### src/rtl/pc_next_unit.sv
// Purpose : PC stage. Holds the architectural PC, fetches from instruction memory
//           over a req/ack handshake, and advances the PC from the branch selects
//           when execute commits.
// Latency : fetch takes at least 1 cycle after imem_req (wait states unbounded);
//           the PC updates on the commit edge.
// Backpressure: imem_req is held until imem_ack; the instruction is held in EXEC
//           until commit. An ack outside FETCH or a commit outside EXEC is ignored.
//
// Ports:
//   clk, rst_n            clock, asynchronous active-low reset
//   pc_a_src, pc_b_src    addend selects: A = 4 / imm, B = pc / rs1 (jalr)
//   imm, rs1              immediate and rs1 value of the current instruction
//   commit                execute resolved the current instruction
//   imem_req/addr/ack/rdata  instruction-memory fetch handshake
//   pc, instr, instr_valid   current PC and the latched instruction
//   retired               count of committed instructions (wraps)
//   misalign              misaligned-target trap flag
//
// Optional feature: define PC_MISALIGN_TRAP_EN to trap on a misaligned target.
// A trap parks the unit in TRAP until reset. Without the macro, bits [1:0] of
// the target are cleared and misalign stays 0.
module pc_next_unit #(
    parameter int              XLEN     = 32,
    parameter logic [XLEN-1:0] RESET_PC = '0
) (
    input  logic            clk,
    input  logic            rst_n,
    input  logic            pc_a_src,
    input  logic            pc_b_src,
    input  logic [XLEN-1:0] imm,
    input  logic [XLEN-1:0] rs1,
    input  logic            commit,
    output logic            imem_req,
    output logic [XLEN-1:0] imem_addr,
    input  logic            imem_ack,
    input  logic [XLEN-1:0] imem_rdata,
    output logic [XLEN-1:0] pc,
    output logic [XLEN-1:0] instr,
    output logic            instr_valid,
    output logic [31:0]     retired,
    output logic            misalign
);

    typedef enum logic [1:0] {
        S_IDLE  = 2'd0,
        S_FETCH = 2'd1,
        S_EXEC  = 2'd2,
        S_TRAP  = 2'd3
    } state_t;

    state_t          state_q;
    logic [XLEN-1:0] pc_q;
    logic [XLEN-1:0] instr_q;
    logic            instr_valid_q;
    logic            imem_req_q;
    logic [31:0]     retired_q;
    logic            misalign_q;

    logic [XLEN-1:0] addend_a;
    logic [XLEN-1:0] addend_b;
    logic [XLEN-1:0] next_pc_d;
    logic            trap_hit;

    // Next-PC adder. The sum wraps modulo 2^XLEN. A jalr target (B = rs1)
    // always has bit 0 cleared before the alignment check or the forcing.
    always_comb begin
        addend_a  = pc_a_src ? imm : XLEN'(4);
        addend_b  = pc_b_src ? rs1 : pc_q;
        next_pc_d = addend_a + addend_b;
        if (pc_b_src) begin
            next_pc_d[0] = 1'b0;
        end
`ifdef PC_MISALIGN_TRAP_EN
        trap_hit = (next_pc_d[1:0] != 2'b00);
`else
        trap_hit     = 1'b0;
        next_pc_d[1:0] = 2'b00;
`endif
    end

    // One FSM. Every output is registered, so the asynchronous reset drops
    // imem_req and instr_valid at once, without waiting for a clock edge.
    always_ff @(posedge clk or negedge rst_n) begin
        if (!rst_n) begin
            state_q       <= S_IDLE;
            pc_q          <= RESET_PC;
            instr_q       <= '0;
            instr_valid_q <= 1'b0;
            imem_req_q    <= 1'b0;
            retired_q     <= '0;
            misalign_q    <= 1'b0;
        end else begin
            case (state_q)
                S_IDLE: begin
                    // A stale ack that arrives here is ignored.
                    state_q    <= S_FETCH;
                    imem_req_q <= 1'b1;
                end
                S_FETCH: begin
                    if (imem_ack) begin
                        instr_q       <= imem_rdata;
                        instr_valid_q <= 1'b1;
                        imem_req_q    <= 1'b0;
                        state_q       <= S_EXEC;
                    end
                end
                S_EXEC: begin
                    if (commit) begin
                        instr_valid_q <= 1'b0;
                        if (trap_hit) begin
                            // The PC keeps the faulting instruction's address.
                            // This instruction does not retire.
                            misalign_q <= 1'b1;
                            state_q    <= S_TRAP;
                        end else begin
                            pc_q       <= next_pc_d;
                            retired_q  <= retired_q + 32'd1;
                            imem_req_q <= 1'b1;
                            state_q    <= S_FETCH;
                        end
                    end
                end
                S_TRAP: begin
                    // Only a reset leaves this state.
                    state_q <= S_TRAP;
                end
                default: begin
                    state_q <= S_IDLE;
                end
            endcase
        end
    end

    assign imem_req    = imem_req_q;
    assign imem_addr   = pc_q;
    assign pc          = pc_q;
    assign instr       = instr_q;
    assign instr_valid = instr_valid_q;
    assign retired     = retired_q;
    assign misalign    = misalign_q;

endmodule

### config.mk
export PLATFORM = sky130hd
export DESIGN_NAME = pc_next_unit
export DESIGN_NICKNAME = d
export VERILOG_FILES = /design/src/rtl/pc_next_unit.sv
export SDC_FILE = /design/constraint.sdc
export NUM_CORES = 1
export LEC_CHECK = 0
export ABC_CLOCK_PERIOD_IN_PS = 6300
export CELL_PAD_IN_SITES_DETAIL_PLACEMENT = 1
export CELL_PAD_IN_SITES_GLOBAL_PLACEMENT = 2
export CORE_MARGIN = 2
export CORE_UTILIZATION = 29
export CTS_BUF_LIST = sky130_fd_sc_hd__clkbuf_2
export DETAILED_ROUTE_END_ITERATION = 10
export PLACE_DENSITY = 0.86
export SLEW_MARGIN = 40
export SYNTH_ARGS = -nofsm -noshare
export SYNTH_HDL_FRONTEND = slang
export SYNTH_SLANG_ARGS = --single-unit
### constraint.sdc
create_clock -name clk -period 6.3 [get_ports clk]
set_clock_uncertainty 0.15 [all_clocks]
set_input_delay 1.26 -clock clk [delete_from_list [all_inputs] [get_ports clk]]
set_output_delay 1.26 -clock clk [all_outputs]
set_load 0.005 [all_outputs]
==> metrics <==
area grow syn2layout 38.4%; Bufs and invs on worst path 1; post-synthesis adder-cell area fraction under 10%; Reg-to-Reg Start imem_addr[6]; CP max FO 22; Lkg Pwr about 3.7 nW; layout cell share with drive strength beyond 1 approximately an eighth; EDFF count, synth 0; Seq cells post-synth 98; # diodes 0; pwr dens 319 nW/um^2; root buffer cell clkbuf_2; slowest cell delay on critical path 810 ps; Placer Congestion just under 0.8; hold depth 1; ys flop type dfrtp_1; R2R cell count 9; Compound-Gate Fraction of Synth Area 13.3%; Worst-Skew Late Latency 600 ps; Die Y approximately 150 um; final wirelength between 15,000 and 20,000 um; Post-Synth Simple-Gate Area about 17%; Setup Buffers After CTS 0; Die W ~150 um; multiplexer area fraction after synthesis 11.0%; unrepaired setup endpoints after global routing false; final slew viol count 0; Resize count post-CTS 0; DR DRC count 0; Worst Hold Endpoint retired[31]; core area between 20,000 and 25,000 um^2; max_cap viols 0; critical-path cell list clkdlybuf4s50_1, and2_1, ha_1, a211oi_1, o22ai_1, a21oi_4, o21ai_2, a2111o_1, a2111o_1, o211ai_1; Synth Area in XOR/XNOR 7.08%; number of port buffers ~230; All-Layer GR Usage 16.5%; worst-path cell with the longest stage delay clkdlybuf4s50_1; final count of hold timing violations 0; min-delay src retired[31]; status finished, final reports clean; Hold Crit Class flop to flop; # rows 53; gr ovfl total 0; library cells used by synthesis 64; worst endpoint required time about 6700 ps; synth top area cells dfrtp_1 (39%), mux2_2 (11%), ha_1 (6.1%); CP endpoint kind flop; first-pass GRT wire length about 30,000 um; post-route ant nets 0; async set-or-reset flop fraction in the synthesized netlist 100%; CTS tree done; vias in the first global route about 5,700; Clock Tree Buf Depth 2; DP Worst Slack roughly 1400 ps; io pins between 200 and 250; first drt pass iteration count 4; largest family of logic cells by synthesized area simple AND/OR/NAND/NOR gates; Rel. slew slack 49.2%; r2r setup slk between 3000 and 4000 ps; top-area cell type share of the netlist area just under 40%; CTS HTree Levels 3; placed cell area 8610 um^2; largest net degree at the start of global routing slightly above 60; register area share after synthesis approximately two fifths; Peak supply drop between 0.0001 and 0.00015 V; CTS buffer count 9; initial antenna violation count 1; Post-Synthesis Cells between 600 and 700; minimum clock period 4250 ps; CTS Sinks 98; die area roughly 23,000 um^2; worst setup margin a little over 2000 ps; vias per inst 4.83; Crit path arrival time approximately 4700 ps; hpwl dp around 15,000 um; Clock transition at path regs 330 ps; Slew @ Worst Pin around 760 ps; syn_area_per_cell between 9 and 10 um^2; Vias approximately 5,400; Startpoint Class input pin; Setup violations, final 0; Starting Density between 20% and 30%; Worst path top cell family by delay compound AO/OA/AOI/OAI gates; Layout Nets 970; final core utilization 41.3%; mapped cell area 6310 um^2; post-synth top area cell dfrtp_1; 1st-iter DRT viols ~160; cell mode on critical path a2111o_1; post-route cell area between 8000 and 9000 um^2; CTS Hold Buffers Added 0; crit share post-route 67.4%; Max Freq 235 MHz; total negative slack 0 ps; wire per inst about 17 um; Setup CP Type input pin to flop; Synth Warn # 0; Reg-to-Reg End imem_addr[26]
## Yosys cell counts, types with 6 or more instances
| master | number |
|---|---|
| nand3_1 | 15 |
| nor3_1 | 9 |
| nand2_1 | 80 |
| buf_4 | 35 |
| nand4_1 | 15 |
| nor2_1 | 28 |
| inv_1 | 9 |
| a21oi_1 | 27 |
| ha_1 | 31 |
| clkbuf_1 | 21 |
| xnor2_1 | 35 |
| dfrtp_1 | 98 |
| mux2_2 | 61 |
| o31ai_1 | 6 |
| a21o_1 | 11 |
| o21ai_0 | 27 |
| and3_1 | 7 |
| and2_1 | 32 |
| xor2_1 | 16 |
## power by group
group	internal [mW]	total, mW	switching, mW	leakage (nW)
logic	0.870	1.46	0.587	2.38
registers	0.833	1.01	0.175	1.24
clock network	0.0633	0.317	0.253	0.0667
## how the worst max path moves through the flow
stage | from | to | slack (ps) | cells past startpoint
3_5_place_dp | pc_a_src | imem_addr[26] | 1380 | 10
6_report | pc_a_src | imem_addr[26] | 2050 | 10
3_3_place_gp | pc_a_src | imem_addr[26] | 1490 | 10
2_1_floorplan | pc_b_src | imem_addr[26] | 2080 | 12
5_1_grt | pc_a_src | imem_addr[26] | 1880 | 10
4_1_cts | pc_a_src | imem_addr[26] | 2110 | 10
## worst register-to-register path: cells and delay by family, from the launching register on
family | cells | cell delay (ps)
AO/OA/AOI/OAI | 7 | 1860
flip-flops | 1 | 490
adder cells (fa/ha/maj) | 1 | 360
multiplexers | 1 | 290
## cell usage in the layout, fill, tap and decap left out, types with 3 or more instances in the layout
cell	n
o31ai_1	6
mux2_2	61
nand2_1	79
o21ai_0	27
o21bai_1	3
dfrtp_1	98
nor4_1	5
nor2b_1	5
a211oi_1	5
and4_1	4
o21a_1	5
and2_1	32
a21oi_1	27
clkbuf_2	9
ha_1	31
a21o_1	11
or3_1	3
o211ai_1	4
conb_1	5
nand3_1	15
nor2_1	28
clkdlybuf4s50_1	225
inv_1	9
nand4_1	15
xnor2_1	35
a31oi_1	4
xor2_1	16
and3_1	7
o21ai_1	4
inv_6	4
buf_4	5
nor3_1	9
## cell type report
cell class | instances | area [um^2]
inverter | 9 | 33.8
tap | 275 | 344
timing repair buffer | 232 | 2310
multi-input combinational | 487 | 3480
sequential | 98 | 2450
clock inverter | 7 | 67.6
fill | 2428 | 12400
clock buffer | 9 | 45.0
## metal layers
layer  part of all wire, %  vias to the layer above  wire length (um)  track usage (%)
li1                      -                     2642                 -                -
met1                    47                     2577              8970             22.6
met2                    45                      163              8650             27.4
met3                   6.6                       13              1250             2.90
met4                  0.89                        2               170             3.50
met5                 0.058                        -                11                0
## sequential cells by signal, summed over array words and instances (netlist names)
signal       cells
instr           32
retired         32
imem_addr       30
state_q          2
imem_req         1
instr_valid      1
## stage by stage
step,hold slack (ps),instances,power [mW]
final,341,1117,2.78
after global routing,368,1117,3.02
after CTS,348,1117,2.83
after detailed placement,314,1101,2.50
after global placement,310,1101,2.47
after floorplan,318,652,1.76
## cell families after synthesis
group                      after synthesis
AOI/OAI and AO/OA                      122
xor gates and xnor gates                51
adders and majority gates               31
buffers and inverters                   67
DFF                                     98
muxes                                   62
other                                    1
and+or+nand+nor                        216
No activity file was read; power rests on OpenSTA's default activity.
==> edit (same flow settings) <==
Build with the macro `PC_MISALIGN_TRAP_EN` defined.
--- a/src/rtl/pc_next_unit.sv
+++ b/src/rtl/pc_next_unit.sv
@@ -19,6 +19,8 @@
 // Optional feature: define PC_MISALIGN_TRAP_EN to trap on a misaligned target.
 // A trap parks the unit in TRAP until reset. Without the macro, bits [1:0] of
 // the target are cleared and misalign stays 0.
+`define PC_MISALIGN_TRAP_EN
+
 module pc_next_unit #(
     parameter int              XLEN     = 32,
     parameter logic [XLEN-1:0] RESET_PC = '0
Formal check against the unedited RTL: not equivalent (a bounded check fails within 4 cycles, from zero or initial values and one cycle with rst_n low).
==> edit against the original RTL <==
- power decreased by 10%
- final cell count up 0.36%
- design area up 1.8%
- hold slack improved by 0.016 ns
- critical endpoint is now imem_addr[20]
- routed wire length up 0.93%
- non-clock buffer count is 6 higher
- sequential cell count increased by 3
- setup slack worse by 0.11 ns
- sequential share of layout area increased by 0.33 points
- area after synthesis increased by 2.5%
==> edit: results (changes against the original RTL) <==
The run gives 15380 µm (+2.2%) as the HPWL after detailed placement. Total number of yosys warnings: 0 (unchanged). The run gives 68 (+6.3%) as the number of different library cells in the post-synthesis netlist. The tools report the proportion of synthesized chip area in sequential cells as 0.3909 (+0.002055).

The post-synthesis adder-cell area fraction was 0.06502 (+0.003520). The highest net fanout along the worst path is 13 (-41%). For the placed standard-cell area, the log shows 8787 µm² (+2.0%). Final-stage net count: 971 (+0.10%). The tools report the leakage power summed over all cells as 3.775 nW (+2.4%). The number of I/O port buffers was 232 (+2.2%); the placement-stage worst setup slack was 1.112 ns (-0.2690 ns). In the synthesized netlist, the cells that appear most often are dfrtp_1, mux2_2, nand2_1. The tools report the global-route usage over all layers as 0.1657 (+0.0005040). Xor/xnor share of the synthesized area: 0.07991 (+0.009096). The data arrival time of the critical path came out at 4.79 ns (+0.14 ns). The run gives 31170 µm (+4.4%) as the global-route wire length before repair.

The fraction of layout instances using a drive strength above 1 came out at 0.1298 (+0.01218). The tools report the total routed wirelength as 19240 µm (+0.93%). For the routability-driven placement congestion ratio, the log shows 0.7973 (+0.42%). The via-per-instance ratio works out to 4.824 (-0.15%). The measured slew at the worst slew-check pin came out at 0.6406 ns (-0.1185 ns). The share of the synthesized area in compound gates (AO/OA/AOI/OAI) is 0.1331 (about the same), and the via count of the first global-routing pass is 5783 (+1.6%).

The maximum number of pins on one net before global-route repair was 66 (+8.2%); the number of DRC markers in iteration 0 was 211 (+35%). The run finished with clean final reports.
## edit: changes by cell type after synthesis, sizes merged, moves of 6 or more
cell / unedited run / this run
a21oi: 29 / 41
nor2: 28 / 19
nor3: 11 / 4
nand2: 80 / 61
xnor2: 35 / 41
o21ai: 32 / 46
## edit: cell families after synthesis
group,after synthesis
xor gates and xnor gates,59
AOI/OAI and AO/OA,134
buffers and inverters,74
and+or+nand+nor,183
muxes,64
adders and majority gates,33
DFF,101
## edit: final timing paths
kind	from	depth (start not counted)	end	slack [ns]
worst min register to register	retired[31]	1	retired[31]	0.36
worst max-delay path	pc_a_src	12	imem_addr[20]	1.95
max in group asynchronous	rst_n	2	retired[12]	4.58
worst max register to register	imem_addr[0]	11	imem_addr[20]	2.75
worst min-delay path	retired[31]	1	retired[31]	0.36
min in group asynchronous	rst_n	1	retired[27]	0.41
## edit: cell type report
cell class | instances | area, µm²
Sequential cell | 101 | 2527
Clock buffer | 9 | 45.04
Antenna cell | 1 | 2.502
Clock inverter | 6 | 56.30
Tap cell | 280 | 350.3
Multi-Input combinational cell | 473 | 3497
Timing Repair Buffer | 238 | 2364
Inverter | 13 | 48.80
Fill cell | 2431 | 12930
## edit: through the flow
stage / instances / hold slack (ns) / utilization / power, mW
floorplan: 648 / 0.3147 / - / 1.573
global placement: 1105 / 0.3226 / 0.4025 / 2.185
detailed placement: 1105 / 0.3211 / 0.4026 / 2.216
CTS: 1120 / 0.3532 / 0.4073 / 2.543
global route: 1121 / 0.3744 / 0.4074 / 2.680
finish: 1121 / 0.3572 / 0.4074 / 2.498
## edit: layer usage
| metal | global-route usage | up-vias | share of wire |
|---|---|---|---|
| met2 | 0.2893 | 159 | 0.49 |
| met5 | 0 | - | 0 |
| met4 | 0.03086 | 0 | 0.011 |
| li1 | - | 2623 | - |
| met3 | 0.03544 | 15 | 0.047 |
| met1 | 0.2125 | 2611 | 0.45 |
## edit: where the power goes
| part | internal [mW] | switching, mW |
|---|---|---|
| Combinational | 0.752 | 0.461 |
| Sequential | 0.826 | 0.143 |
| Clock | 0.0595 | 0.256 |
| Total | 1.64 | 0.861 |
## edit: critical path: stages
cell             delay, ns
clkdlybuf4s50_1       0.66
and2_1                0.27
ha_1                  0.22
fa_1                  0.41
a21oi_1               0.26
o21ai_2               0.13
a311oi_1              0.55
o21ai_0               0.29
a21oi_1               0.27
o21ai_0               0.15
xnor2_1               0.14
o21ai_0               0.17
